File: src/rtl/mac_accumulator.sv
// Signed int8 multiply-accumulate over one or more sub-chunks, with an optional saturating
// partial sum. Each finished result goes into a 2-entry first-word-fall-through output FIFO.
module mac_accumulator #(
  parameter int ACC_WIDTH = 24,
  parameter bit SATURATE  = 1'b1
) (
  input  logic                        clk_i,
  input  logic                        rst_i,
  input  logic signed [7:0]           ifm_data_i,
  input  logic signed [7:0]           fil_data_i,
  input  logic                        data_valid_i,
  input  logic                        sub_chunk_end_i,
  input  logic                        last_sub_chunk_i,
  output logic signed [ACC_WIDTH-1:0] out_data_o,
  output logic                        out_sat_o,
  output logic                        out_valid_o,
  input  logic                        out_ready_i,
  output logic                        full_o,
  output logic                        err_drop_o
);

  if (ACC_WIDTH < 16 || ACC_WIDTH > 32) begin : g_bad_width
    $error("mac_accumulator: ACC_WIDTH must be within 16..32");
  end

  localparam logic signed [ACC_WIDTH-1:0] ACC_MAX = {1'b0, {(ACC_WIDTH-1){1'b1}}};
  localparam logic signed [ACC_WIDTH-1:0] ACC_MIN = {1'b1, {(ACC_WIDTH-1){1'b0}}};

  // ---------------------------------------------------------------------------
  // Stage P: product register
  // ---------------------------------------------------------------------------
  logic signed [15:0] w_ifm_ext;
  logic signed [15:0] w_fil_ext;
  logic signed [15:0] w_prod;
  logic signed [15:0] r_prod;
  logic               r_pvld;
  logic               r_flush;

  assign w_ifm_ext = {{8{ifm_data_i[7]}}, ifm_data_i};
  assign w_fil_ext = {{8{fil_data_i[7]}}, fil_data_i};
  assign w_prod    = w_ifm_ext * w_fil_ext;

  always_ff @(posedge clk_i) begin
    if (rst_i) begin
      r_prod  <= '0;
      r_pvld  <= 1'b0;
      r_flush <= 1'b0;
    end else begin
      r_prod  <= w_prod;
      r_pvld  <= data_valid_i;
      r_flush <= sub_chunk_end_i & last_sub_chunk_i;
    end
  end

  // ---------------------------------------------------------------------------
  // Stage A: accumulate one bit wider so that overflow shows up in the top two bits
  // ---------------------------------------------------------------------------
  logic signed [ACC_WIDTH-1:0] r_acc;
  logic                        r_sat;
  logic signed [ACC_WIDTH:0]   w_addend;
  logic signed [ACC_WIDTH:0]   w_sum;
  logic                        w_ovf;
  logic signed [ACC_WIDTH-1:0] w_res;
  logic                        w_res_sat;

  assign w_addend  = r_pvld ? {{(ACC_WIDTH+1-16){r_prod[15]}}, r_prod} : '0;
  assign w_sum     = {r_acc[ACC_WIDTH-1], r_acc} + w_addend;
  assign w_ovf     = w_sum[ACC_WIDTH] ^ w_sum[ACC_WIDTH-1];
  assign w_res_sat = r_sat | w_ovf;

  always_comb begin
    w_res = w_sum[ACC_WIDTH-1:0];
    if (SATURATE && w_ovf) begin
      w_res = w_sum[ACC_WIDTH] ? ACC_MIN : ACC_MAX;
    end
  end

  always_ff @(posedge clk_i) begin
    if (rst_i) begin
      r_acc <= '0;
      r_sat <= 1'b0;
    end else if (r_flush) begin
      r_acc <= '0;
      r_sat <= 1'b0;
    end else begin
      r_acc <= w_res;
      r_sat <= w_res_sat;
    end
  end

  // ---------------------------------------------------------------------------
  // Output FIFO as a 2-entry shift structure: the head register drives the port directly.
  // ---------------------------------------------------------------------------
  logic                        w_push;
  logic                        w_pop;
  logic                        w_drop;
  logic signed [ACC_WIDTH-1:0] r_head_data;
  logic                        r_head_sat;
  logic signed [ACC_WIDTH-1:0] r_tail_data;
  logic                        r_tail_sat;
  logic [1:0]                  r_count;
  logic                        r_valid;
  logic                        r_full;
  logic                        r_err;
  logic signed [ACC_WIDTH-1:0] w_head_data_nxt;
  logic                        w_head_sat_nxt;
  logic signed [ACC_WIDTH-1:0] w_tail_data_nxt;
  logic                        w_tail_sat_nxt;
  logic [1:0]                  w_count_nxt;

  assign w_push = r_flush;
  assign w_pop  = r_valid & out_ready_i;

  always_comb begin
    w_head_data_nxt = r_head_data;
    w_head_sat_nxt  = r_head_sat;
    w_tail_data_nxt = r_tail_data;
    w_tail_sat_nxt  = r_tail_sat;
    w_count_nxt     = r_count;
    w_drop          = 1'b0;
    case (r_count)
      2'd0: begin
        if (w_push) begin
          w_head_data_nxt = w_res;
          w_head_sat_nxt  = w_res_sat;
          w_count_nxt     = 2'd1;
        end
      end
      2'd1: begin
        case ({w_push, w_pop})
          2'b11: begin
            w_head_data_nxt = w_res;
            w_head_sat_nxt  = w_res_sat;
          end
          2'b10: begin
            w_tail_data_nxt = w_res;
            w_tail_sat_nxt  = w_res_sat;
            w_count_nxt     = 2'd2;
          end
          2'b01: w_count_nxt = 2'd0;
          default: ;
        endcase
      end
      default: begin
        case ({w_push, w_pop})
          2'b11: begin
            w_head_data_nxt = r_tail_data;
            w_head_sat_nxt  = r_tail_sat;
            w_tail_data_nxt = w_res;
            w_tail_sat_nxt  = w_res_sat;
          end
          // The FIFO is full and nothing leaves this cycle, so the new result is lost.
          2'b10: w_drop = 1'b1;
          2'b01: begin
            w_head_data_nxt = r_tail_data;
            w_head_sat_nxt  = r_tail_sat;
            w_count_nxt     = 2'd1;
          end
          default: ;
        endcase
      end
    endcase
  end

  always_ff @(posedge clk_i) begin
    if (rst_i) begin
      r_head_data <= '0;
      r_head_sat  <= 1'b0;
      r_tail_data <= '0;
      r_tail_sat  <= 1'b0;
      r_count     <= 2'd0;
      r_valid     <= 1'b0;
      r_full      <= 1'b0;
      r_err       <= 1'b0;
    end else begin
      r_head_data <= w_head_data_nxt;
      r_head_sat  <= w_head_sat_nxt;
      r_tail_data <= w_tail_data_nxt;
      r_tail_sat  <= w_tail_sat_nxt;
      r_count     <= w_count_nxt;
      r_valid     <= (w_count_nxt != 2'd0);
      r_full      <= (w_count_nxt == 2'd2);
      r_err       <= r_err | w_drop;
    end
  end

  assign out_data_o  = r_head_data;
  assign out_sat_o   = r_head_sat;
  assign out_valid_o = r_valid;
  assign full_o      = r_full;
  assign err_drop_o  = r_err;

endmodule
File: config.mk
export PLATFORM = sky130hd
export DESIGN_NAME = mac_accumulator
export DESIGN_NICKNAME = d
export VERILOG_FILES = /design/src/rtl/mac_accumulator.sv
export SDC_FILE = /design/constraint.sdc
export NUM_CORES = 1
export LEC_CHECK = 0
export ABC_AREA = 1
export BUFFER_PORTS_ARGS = -buffer_cell sky130_fd_sc_hd__buf_4
export CORE_ASPECT_RATIO = 1.2
export CORE_UTILIZATION = 27
export DETAILED_ROUTE_END_ITERATION = 6
export GPL_ROUTABILITY_DRIVEN = 0
export GPL_TIMING_DRIVEN = 0
export PLACE_DENSITY = 0.49
export SETUP_SLACK_MARGIN = 0.2
export SYNTH_ARGS = -nofsm -noshare
export SYNTH_HDL_FRONTEND = slang
export SYNTH_SLANG_ARGS = --single-unit
File: constraint.sdc
create_clock -name clk_i -period 13.1 [get_ports clk_i]
set_input_delay 1.31 -clock clk_i [delete_from_list [all_inputs] [get_ports clk_i]]
set_output_delay 1.31 -clock clk_i [all_outputs]
set_load 0.01 [all_outputs]
==> impl_results.md, run 1 <==
* P&R area growth vs syn at 12.81%
* Vias/cell at 4.369
* Ys Warns at 0
* Core ar. at 28,930 sq um
* Port Buffers at 33
* Pre-antenna DRT Iters at 5
* Post-Syn Instances at 1,156
* Synth area leaders: dfxtp_1 25%, fa_1 14%, nand2_1 14%, inv_1 12%, ha_1 8.8%
* GR Util met1 at 0.1694
* Via Count at 6,947
* Ys async rst share at 0
* Fin. Hold Viols at 0
* CTS Hold Buffers Added at 0
* Total gr overflow at 0
* DR WL/cell at 13.13 microns
* Crit path max fanout at 8
* Number of synthesized register bits at 98
* Tmin final at 5.235 ns
* Die Width at 159.1 microns
* Resized Gates After CTS at 0
* DPL Wire Length at 17,320 microns
* Adder-Cell Fraction of Synth Area at 0.2277
* Total die area at 30,320 sq um
* Synth Area in Simple Gates at 0.2362
* Worst-Margin Slew at 0.6293 ns
* Mux contribution to synthesized area at 0
* Worst Path Arrival at 5.47 ns
* Peak Freq at 191.0 MHz
* Critical path startpoint category: input pin
* Ant diodes at 0
* Layout cells sized above 1 at 0.07801
* Clk_skew at 0.01082 ns
* Met3 Use GR at 0.01457
* WP data required at 13.34 ns
* Final slew viol count at 0
* Largest net degree at the start of global routing at 20
* Hold_sp: out_data_o[18]
* Setup Buffers After CTS at 0
* Setup violators final at 0
* Number of global-route vias before repair at 6,988
* Synth Area in XOR/XNOR at 0.02299
* # DRC at 0
* Final Cycle Share at 0.3996
* DRT iter0 DRCs at 297
* Total Wirelength at 20,870 microns
* Clock slew at reported path FFs at 0.08 ns
* Share of the synthesized area in the top cell type at 0.2453
* First-pass GRT wire length at 34,830 microns
* Synth Cell Area at 7999 sq um
* GR Util All Layers at 0.1443
* Met2 global-route usage at 0.2765
* Compound-cell area share of the yosys netlist at 0.1258
* Clock latency at the later pin of the worst-skew pair at 0.36 ns
* CP Capture Point: r_prod[13]
* Chip height at 190.6 microns
* Post-route ant nets at 0
* Max cap viols at 0
* CTS sink count at 98
* Slew headroom at 0.5805
* Fill count at 3,292
* Status: completed
* Initial antenna violation count at 0
* FF-to-FF path depth at 18
* Io pins at 50
* Total CTS buffers at 9
* Unrepaired setup endpoints after global routing: no
* Power density cells at 144.2 nW/um^2
* R2R setup slack at 9.73 ns
* Worst Setup SP: fil_data_i[4]
* Largest family of logic cells by synthesized area: simple AND/OR/NAND/NOR gates
* Critical path class: in2reg
* Dominant cell type by area after synthesis: dfxtp_1
* Placement Rows at 68
* Starting Density at 0.2765
* Most crowded layer after global routing: met2
* FF-to-FF Start: r_pvld
* Worst vdd ir at 0.07185 mV
* Leak at 5.026 nW
* Worst reg2reg endpoint: out_data_o[6]
* Avg Cell Area, Syn at 6.919 sq um
* Worst Hold Class: reg2reg
* CTS tree: done
* Hold_ws at 0.4655 ns
* Synth unique cells at 41
* Htree depth at 3
* Root Driver: clkbuf_16
* Mapped Nets at 1,290
* Setup Total Neg Slack at 0 ns
* Sequential fraction of the synthesis area at 0.2453
* Top FF cell, synth: dfxtp_1
* CP Capture Type: flop
* Clk buf depth at 2
* Fin nets at 1,334
* Number of synthesized flops with an enable pin at 0
-- cell usage in the layout, fill, tap and decap left out, drive strengths merged, types with 5 or more instances in the layout --
master    n
ha       56
buf      43
o21ai    33
nand3    37
nand4    11
inv     253
clkbuf   45
o21bai   11
o211ai   19
xnor2    10
nor3      5
a21oi   104
dfxtp    98
fa       56
nor2     83
nand2   307
xor2     11
-- final cells by class --
| type | instances | area (sq um) | area share |
|---|---|---|---|
| multi-input combinational | 761 | 4901 | 0.5431 |
| sequential | 98 | 1962 | 0.2174 |
| inverter | 251 | 942.2 | 0.1044 |
| tap | 385 | 481.7 | 0.05338 |
| timing repair buffer | 33 | 247.7 | 0.02745 |
| clock buffer | 9 | 225.2 | 0.02496 |
| buffer | 46 | 193.9 | 0.02149 |
| clock inverter | 7 | 70.07 | 0.007765 |
-- registers in the layout, summed over array words and instances, names as in the netlist --
| register | cells |
|---|---|
| err_drop_o | 1 |
| r_tail_data | 24 |
| out_sat_o | 1 |
| r_prod | 16 |
| r_acc | 24 |
| out_valid_o | 1 |
| out_data_o | 24 |
| r_pvld | 1 |
| full_o | 1 |
| r_count | 2 |
| r_flush | 1 |
| r_tail_sat | 1 |
| r_sat | 1 |
-- worst max-delay path, stage by stage --
cell,delay [ns]
clkbuf_1,0.34
nand2_1,0.14
fa_1,0.55
inv_1,0.06
fa_1,0.46
fa_1,0.54
inv_1,0.06
fa_1,0.53
inv_1,0.04
ha_1,0.33
inv_1,0.10
o21ai_0,0.11
a31oi_1,0.21
a21boi_0,0.34
o21bai_1,0.13
o21ai_0,0.16
a21oi_1,0.06
-- how the worst min path moves through the flow --
stage                          end  slack, ns  cells past startpoint
floorplan                    r_sat       0.46                      2
global placement    out_data_o[16]       0.46                      2
detailed placement  out_data_o[16]       0.46                      2
CTS                 out_data_o[16]       0.47                      2
global route        out_data_o[16]       0.48                      2
finish              out_data_o[18]       0.47                      2
-- logic make-up (layout without fill, tap and decap cells) --
group                      after synthesis  in the layout
AOI/OAI and AO/OA                      178            178
xor gates and xnor gates                21             21
adders and majority gates              112            112
buffers and inverters                  297            346
DFF                                     98             98
and+or+nand+nor                        450            450
-- where the power goes --
part           switching (mW)  leakage (nW)  internal [mW]
sequential             0.0171         0.799          0.348
clock                   0.129         0.141          0.134
combinational           0.425          4.09          0.248
-- through the flow --
step	util	setup WS (ns)	cells	area, sq um	power, mW
3_3_place_gp	0.3017	7.513	1574	8728	1.044
5_1_grt	0.3119	7.533	1590	9024	1.432
3_5_place_dp	0.3017	7.469	1574	8728	1.054
4_1_cts	0.3119	7.825	1590	9024	1.324
2_1_floorplan	-	7.881	1156	7999	0.8814
6_report	0.3119	7.865	1590	9024	1.301
-- Yosys cell counts (3+ instances only) --
master    count
inv_2         4
o21bai_1     11
o21ai_0      21
buf_1         3
fa_1         56
or2_2         3
inv_1       246
dfxtp_1      98
buf_2         5
nor3_1        5
nand2_2      16
nor2_1       79
a21oi_1     102
xnor2_1      10
nor2_2        4
o21ai_1      11
xor2_1       11
ha_1         56
a31oi_1       4
clkbuf_1     36
nand2_1     289
o211ai_1     18
nand3_2       3
nand3_1      34
nand4_1       9
-- per-layer routing --
metal,up-vias,share of wire
met5,-,0
met4,0,0.015
met3,25,0.026
met2,103,0.52
met1,3198,0.44
li1,3621,-
Power figures use the tool's default switching activity.
==> run 2: changes to the inputs <==
--- a/config.mk
+++ b/config.mk
@@ -5,14 +5,14 @@
 export SDC_FILE = /design/constraint.sdc
 export NUM_CORES = 1
 export LEC_CHECK = 0
-export ABC_AREA = 1
+export ABC_AREA = 0
 export BUFFER_PORTS_ARGS = -buffer_cell sky130_fd_sc_hd__buf_4
 export CORE_ASPECT_RATIO = 1.2
 export CORE_UTILIZATION = 27
 export DETAILED_ROUTE_END_ITERATION = 6
 export GPL_ROUTABILITY_DRIVEN = 0
 export GPL_TIMING_DRIVEN = 0
-export PLACE_DENSITY = 0.49
+export PLACE_DENSITY = 0.5
 export SETUP_SLACK_MARGIN = 0.2
 export SYNTH_ARGS = -nofsm -noshare
 export SYNTH_HDL_FRONTEND = slang
==> constraint.sdc (replaced) <==
create_clock -name clk_i -period 4.5 [get_ports clk_i]
set_input_delay 0.45 -clock clk_i [delete_from_list [all_inputs] [get_ports clk_i]]
set_output_delay 0.45 -clock clk_i [all_outputs]
set_load 0.01 [all_outputs]
==> run 2 against run 1 <==
Synthesized area decreased by 4.6%. Register-to-register slack worse by 9.0 ns. First-iteration DRC count fell by 27%. Via count down 13%. Non-clock buffer count increased by 7. Critical path depth shrank 1. Synthesized cell count fell by 25%. Count of clock-buffer cells in the layout rose by 4. Setup slack worse by 7.5 ns. Utilization increased by 0.67 points. Largest power group unchanged.
==> impl_results.md, run 2 <==
* Clock slew at reported path FFs at 0.07 ns (about the same)
* First-pass GRT wire length at 32,440 microns (-6.9%)
* Ant diodes at 0 (unchanged)
* Starting Density at 0.2741 (-0.002373)
* # DRC at 0 (unchanged)
* WP data required at 4.74 ns (-8.60 ns)
* Unrepaired setup endpoints after global routing: no
* Max cap viols at 0 (unchanged)
* Vias/cell at 4.602 (+5.3%)
* Fin. Hold Viols at 0 (unchanged)
* Cell Count, Final, Fillers Out at 1,313 (-17%)
* Critical path class: in2reg
* Total Wirelength at 19,450 microns (-6.8%)
* Post-Syn Instances at 867 (-25%)
* Htree depth at 3 (unchanged)
* Max Used Layer: met4
* Number of synthesized flops with an enable pin at 0 (unchanged)
* Initial antenna violation count at 0 (unchanged)
* Pre-antenna DRT Iters at 7 (+2)
* Placed cells at 1,295 (-18%)
* Dominant cell type by area after synthesis: dfxtp_1
* DRT iter0 DRCs at 217 (-27%)
* CTS tree: done
* DR WL/cell at 14.81 microns (+13%)
* M1 wire length at 8976 microns (-2.2%)
* Layout cells sized above 1 at 0.1424 (+0.06439)
* Port Buffers at 49 (+48%)
* Via Count at 6,043 (-13%)
* Clk_skew at 0.008341 ns (-0.002481 ns)
* Wire length on met3 at 634 microns (+18%)
* Setup Total Neg Slack at 0 ns (unchanged)
* Fin nets at 1,063 (-20%)
* Mapped Nets at 1,001 (-22%)
* Commonest non-fill, non-tap cells in the layout: 98 x dfxtp_1, 84 x inv_1, 78 x nor2_1
* Root Driver: clkbuf_16
* Tmin final at 4.115 ns
* DPL Wire Length at 15,750 microns (-9.1%)
* Post-route ant nets at 0 (unchanged)
* Avg Cell Area, Syn at 8.800 sq um (+27%)
* Chip height at 186.1 microns (-2.3%)
* Setup violators final at 0 (unchanged)
* Ys async rst share at 0 (unchanged)
* Share of the synthesized area in the top cell type at 0.2571 (+0.01187)
* Leak at 3.774 nW (-25%)
* Total gr overflow at 0 (unchanged)
* Top FF cell, synth: dfxtp_1
* Die Width at 155.5 microns (-2.3%)
* Placement Rows at 67 (-1.5%)
* Top cells by count, synth: 98 x dfxtp_1, 88 x inv_1, 78 x nor2_1
* Synth unique cells at 77 (+88%)
* Final slew viol count at 0 (unchanged)
* Total die area at 28,940 sq um (-4.6%)
* Worst vdd ir at 0.2266 mV (+220%)
* Most common cell after layout, fill and taps aside: dfxtp_1
* CTS sink count at 98 (unchanged)
* GR Util All Layers at 0.1429 (-0.001395)
* FF-to-FF path depth at 11 (-7)
* Number of synthesized register bits at 98 (unchanged)
* P&R area growth vs syn at 16.22%
* Largest net degree at the start of global routing at 16 (-20%)
* Cell mode on critical path: fa_1
* Crit-path slowest cell: fa_1
* Worst-Margin Slew at 0.7256 ns (+0.09626 ns)
* Wire length on met2 at 9589 microns (-12%)
* Crit path max fanout at 8 (unchanged)
* Total CTS buffers at 9 (unchanged)
* Worst Hold Class: in2reg
* Synth Cell Area at 7630 sq um (-4.6%)
* Clk buf depth at 2 (unchanged)
* Slew headroom at 0.5163 (-0.06417)
* CTS Hold Buffers Added at 0 (unchanged)
* Core ar. at 27,830 sq um (-3.8%)
* Power density cells at 503.1 nW/um^2 (+250%)
* Number of global-route vias before repair at 6,221 (-11%)
* Count leader, synth: dfxtp_1
* Peak Freq at 243.0 MHz
* Clock latency at the later pin of the worst-skew pair at 0.36 ns (about the same)
* Status: completed
* Ys Warns at 0 (unchanged)
* Final Cycle Share at 0.9145
* Worst Path Arrival at 4.35 ns (-1.12 ns)
* Util after Layout at 0.3186 (+0.006665)
* Sequential fraction of the synthesis area at 0.2571 (+0.01187)
* Critical path startpoint category: input pin
* Hold path depth at 3 (+1)
* Synth area leaders: dfxtp_1 26%, fa_1 15%, ha_1 9.2%, and2_1 5.2%, inv_1 4.3%
* Io pins at 50 (unchanged)
* Worst path max stage delay at 0.55 ns (about the same)
* CP Capture Type: flop
* Critical path cell sequence: buf_4 > and2_1 > fa_2 > fa_1 > inv_1 > fa_1 > fa_1 > inv_1 > ha_4 > a21oi_4 > o21bai_2 > a2111o_1 > a41oi_2 > buf_4 > xor2_1 > nor2_1
[run 2: cell types whose count changed after synthesis, moves of 19 or more]
cell      before  now
a211oi_1       0   26
a21oi_1      102   57
and2_1         2   63
clkbuf_1      36   17
inv_1        246   88
nand2_1      289   72
nand3_1       34    5
[run 2: critical path, delay by kind of cell]
kind | cells | cell delay (ns)
xor gates and xnor gates | 1 | 0.14
AOI/OAI and AO/OA | 4 | 0.88
buffers and inverters | 4 | 0.43
adders and majority gates | 5 | 2.22
and+or+nand+nor | 2 | 0.23
[run 2: path summary, 6_finish.rpt]
check / slack (ns) / start / endpoint
setup / recovery: 0.38 / fil_data_i[4] / r_prod[13]
hold / removal: 0.30 / last_sub_chunk_i / r_flush
setup reg to reg: 0.78 / r_pvld / out_data_o[20]
hold reg to reg: 0.45 / r_tail_data[8] / r_tail_data[8]
[run 2: what timing repair did]
item | 4_1_cts | 5_1_grt
setup endpoints to repair | 1 | 4
resized for setup | 1 | 17
setup buffers | 2 | 0
pin swaps | 3 | 9
[run 2: power by group]
| part | internal, mW | leakage (nW) | switching (mW) |
|---|---|---|---|
| Combinational | 1.03 | 2.83 | 1.53 |
| Clock | 0.464 | 0.146 | 0.355 |
| Sequential | 1.03 | 0.800 | 0.0538 |
[run 2: cell families (layout without fill, tap and decap cells)]
group           after synthesis  count (layout)  synth area share
simple gates                281             281            0.1878
compound gates              209             209            0.1928
buf+inv                     123             190           0.07133
fa+ha+maj                   118             118            0.2466
flops                        98              98            0.2571
xor+xnor                     35              35           0.04018
mux                           3               3          0.004100
[run 2: layout make-up]
class | count | area (sq um)
buffer | 35 | 214.0
clock buffer | 13 | 260.3
clock inverter | 3 | 46.29
fill | 3044 | 18960
inverter | 88 | 332.8
multi-input combinational | 646 | 5195
sequential | 98 | 1962
tap | 379 | 474.2
timing repair buffer | 51 | 382.9
[run 2: per-stage QoR]
| step | hold WS, ns | area (sq um) | setup slack (ns) | power [mW] |
|---|---|---|---|---|
| 2_1_floorplan | 0.4260 | 7637 | 0.2211 | 2.975 |
| 3_3_place_gp | 0.4406 | 8479 | -0.2111 | 3.564 |
| 3_5_place_dp | 0.4449 | 8479 | -0.2500 | 3.574 |
| 4_1_cts | 0.2968 | 8805 | 0.2179 | 4.420 |
| 5_1_grt | 0.2993 | 8867 | 0.2070 | 4.873 |
| 6_report | 0.3015 | 8867 | 0.3846 | 4.461 |
[run 2: per-layer routing]
metal / global-route usage / up-vias
met5: 0 / -
met1: 0.1755 / 2856
met2: 0.2610 / 115
met3: 0.02201 / 17
li1: - / 3055
met4: 0.03333 / 0
==> run 3: changes to the inputs <==
--- a/config.mk
+++ b/config.mk
@@ -6,13 +6,13 @@
 export NUM_CORES = 1
 export LEC_CHECK = 0
 export ABC_AREA = 0
-export BUFFER_PORTS_ARGS = -buffer_cell sky130_fd_sc_hd__buf_4
 export CORE_ASPECT_RATIO = 1.2
 export CORE_UTILIZATION = 27
 export DETAILED_ROUTE_END_ITERATION = 6
+export DONT_BUFFER_PORTS = 1
 export GPL_ROUTABILITY_DRIVEN = 0
 export GPL_TIMING_DRIVEN = 0
-export PLACE_DENSITY = 0.5
+export PLACE_DENSITY = 0.49
 export SETUP_SLACK_MARGIN = 0.2
 export SYNTH_ARGS = -nofsm -noshare
 export SYNTH_HDL_FRONTEND = slang
==> run 3 against run 2 <==
Clock power up 3.7%. Sequential power about the same. Final cell count down 3.8%. Highest routed layer unchanged. Combinational power down 5%. First-iteration DRC count up 37%. Critical path depth down 1.
==> impl_results.md, run 3 (synthesis results as in run 2) <==
* Status: completed
* Largest net degree at the start of global routing at 17 (+1)
* Vias/cell at 4.610 (+0.16%)
* Root Driver: clkbuf_16
* CP Capture Type: flop
* DPL Wire Length at 15,790 microns (+0.30%)
* Worst-Margin Slew at 0.7595 ns (+0.03393 ns)
* Clock latency at the later pin of the worst-skew pair at 0.35 ns (about the same)
* First-pass GRT wire length at 32,170 microns (-0.81%)
* Placement Rows at 67 (unchanged)
* Core ar. at 27,830 sq um (unchanged)
* Slew headroom at 0.4937 (-0.02262)
* CTS Hold Buffers Added at 0 (unchanged)
* Worst Setup SP: fil_data_i[4]
* Initial antenna violation count at 0 (unchanged)
* Final Cycle Share at 0.9180 (+0.003458)
* Ant diodes at 0 (unchanged)
* Most common cell after layout, fill and taps aside: dfxtp_1
* Final slew viol count at 0 (unchanged)
* Post-route ant nets at 0 (unchanged)
* FF-to-FF Start: r_pvld
* Worst vdd ir at 0.2523 mV (+11%)
* Critical path class: in2reg
* Fill count at 3,042 (-0.066%)
* Htree depth at 3 (unchanged)
* Power density cells at 516.7 nW/um^2 (+2.7%)
* Layout cells sized above 1 at 0.07692 (-0.06548)
* Total CTS buffers at 9 (unchanged)
* Hold_sp: last_sub_chunk_i
* Port Buffers at 0 (-100%)
* Die Width at 155.5 microns (unchanged)
* Tmin final at 4.131 ns (+0.01556 ns)
* Total gr overflow at 0 (unchanged)
* WP data required at 4.72 ns (-0.02 ns)
* Fin. Hold Viols at 0 (unchanged)
* Number of global-route vias before repair at 6,091 (-2.1%)
* GR Util All Layers at 0.1420 (-0.0008864)
* Fin nets at 1,013 (-4.7%)
* DRT iter0 DRCs at 298 (+37%)
* # DRC at 0 (unchanged)
* Unrepaired setup endpoints after global routing: yes
* Via Count at 5,822 (-3.7%)
* Max cap viols at 0 (unchanged)
* DR WL/cell at 15.42 microns (+4.1%)
* Critical path startpoint category: input pin
* Worst Hold Class: in2reg
* Setup Total Neg Slack at 0 ns (unchanged)
* CTS tree: done
* Starting Density at 0.2741 (unchanged)
* Commonest non-fill, non-tap cells in the layout: 98 x dfxtp_1, 88 x inv_1, 78 x nor2_1
* Io pins at 50 (unchanged)
* Crit path max fanout at 8 (unchanged)
* Hold_ws at 0.2063 ns (-0.09524 ns)
* Leak at 3.515 nW (-6.8%)
* Peak Freq at 242.1 MHz (-0.38%)
* Worst Path Arrival at 4.35 ns (about the same)
* Chip height at 186.1 microns (unchanged)
* Clk buf depth at 2 (unchanged)
* Cell Count, Final, Fillers Out at 1,263 (-3.8%)
* Total die area at 28,940 sq um (unchanged)
* Setup violators final at 0 (unchanged)
* CTS sink count at 98 (unchanged)
* P&R area growth vs syn at 10.63%
* Total Wirelength at 19,480 microns (+0.17%)
* Clock slew at reported path FFs at 0.08 ns (about the same)
* Clk_skew at 0.01629 ns (+0.007945 ns)
* Pre-antenna DRT Iters at 4 (-3)
* Placed cells at 1,246 (-3.8%)
[run 3: changes by cell type in the layout (fill, tap and decap cells not counted), moves of 3 or more]
cell / delta
ha_1: +3
inv_1: +4
buf_4: -50
inv_2: -3
[run 3: layer usage]
metal	vias up	track usage	part of all wire
met4	0	0.03961	0.012
li1	2949	-	-
met1	2747	0.1700	0.45
met3	12	0.01830	0.036
met2	114	0.2646	0.50
met5	-	0	0
[run 3: per-stage QoR]
stage	util	power (mW)	setup slack [ns]	area, sq um
floorplan	-	2.975	0.2211	7637
global placement	0.2914	3.518	-0.04963	8112
detailed placement	0.2914	3.522	-0.04846	8112
CTS	0.3029	4.389	0.3165	8429
global route	0.3033	4.755	0.1881	8441
finish	0.3033	4.361	0.3690	8441
[run 3: area by class of cell]
type	count	area, sq um	area share
Clock buffer	11	232.7	0.02757
Tap cell	379	474.2	0.05618
Inverter	88	330.3	0.03913
Buffer	35	214.0	0.02535
Clock inverter	5	85.08	0.01008
Multi-Input combinational cell	646	5135	0.6084
Timing Repair Buffer	1	7.507	0.0008894
Sequential cell	98	1962	0.2324
[run 3: final timing paths]
check	endpoint	slack, ns	cells after the start
max	r_prod[13]	0.37	15
min	r_flush	0.21	2
max reg2reg	out_data_o[20]	0.74	11
min reg2reg	r_tail_data[7]	0.46	2
[run 3: report_power, final]
group / internal [mW] / leakage (nW) / switching, mW
Combinational: 0.964 / 2.56 / 1.46
Sequential: 1.03 / 0.800 / 0.0623
Clock: 0.493 / 0.151 / 0.356
Total: 2.48 / 3.52 / 1.88
[run 3: worst max-delay path, stage by stage]
cell	delay [ns]
and2_1	0.15
fa_1	0.45
fa_1	0.54
inv_1	0.05
fa_1	0.46
fa_1	0.54
inv_1	0.04
ha_1	0.32
a21oi_1	0.23
o21bai_1	0.13
a2111o_1	0.41
a41oi_2	0.22
buf_4	0.14
xor2_1	0.16
nor2_1	0.05
[run 3: timing repair]
item                       in CTS  in global routing
setup endpoints to repair       0                  2
resized for setup               0                  2
setup buffers                   0                  1
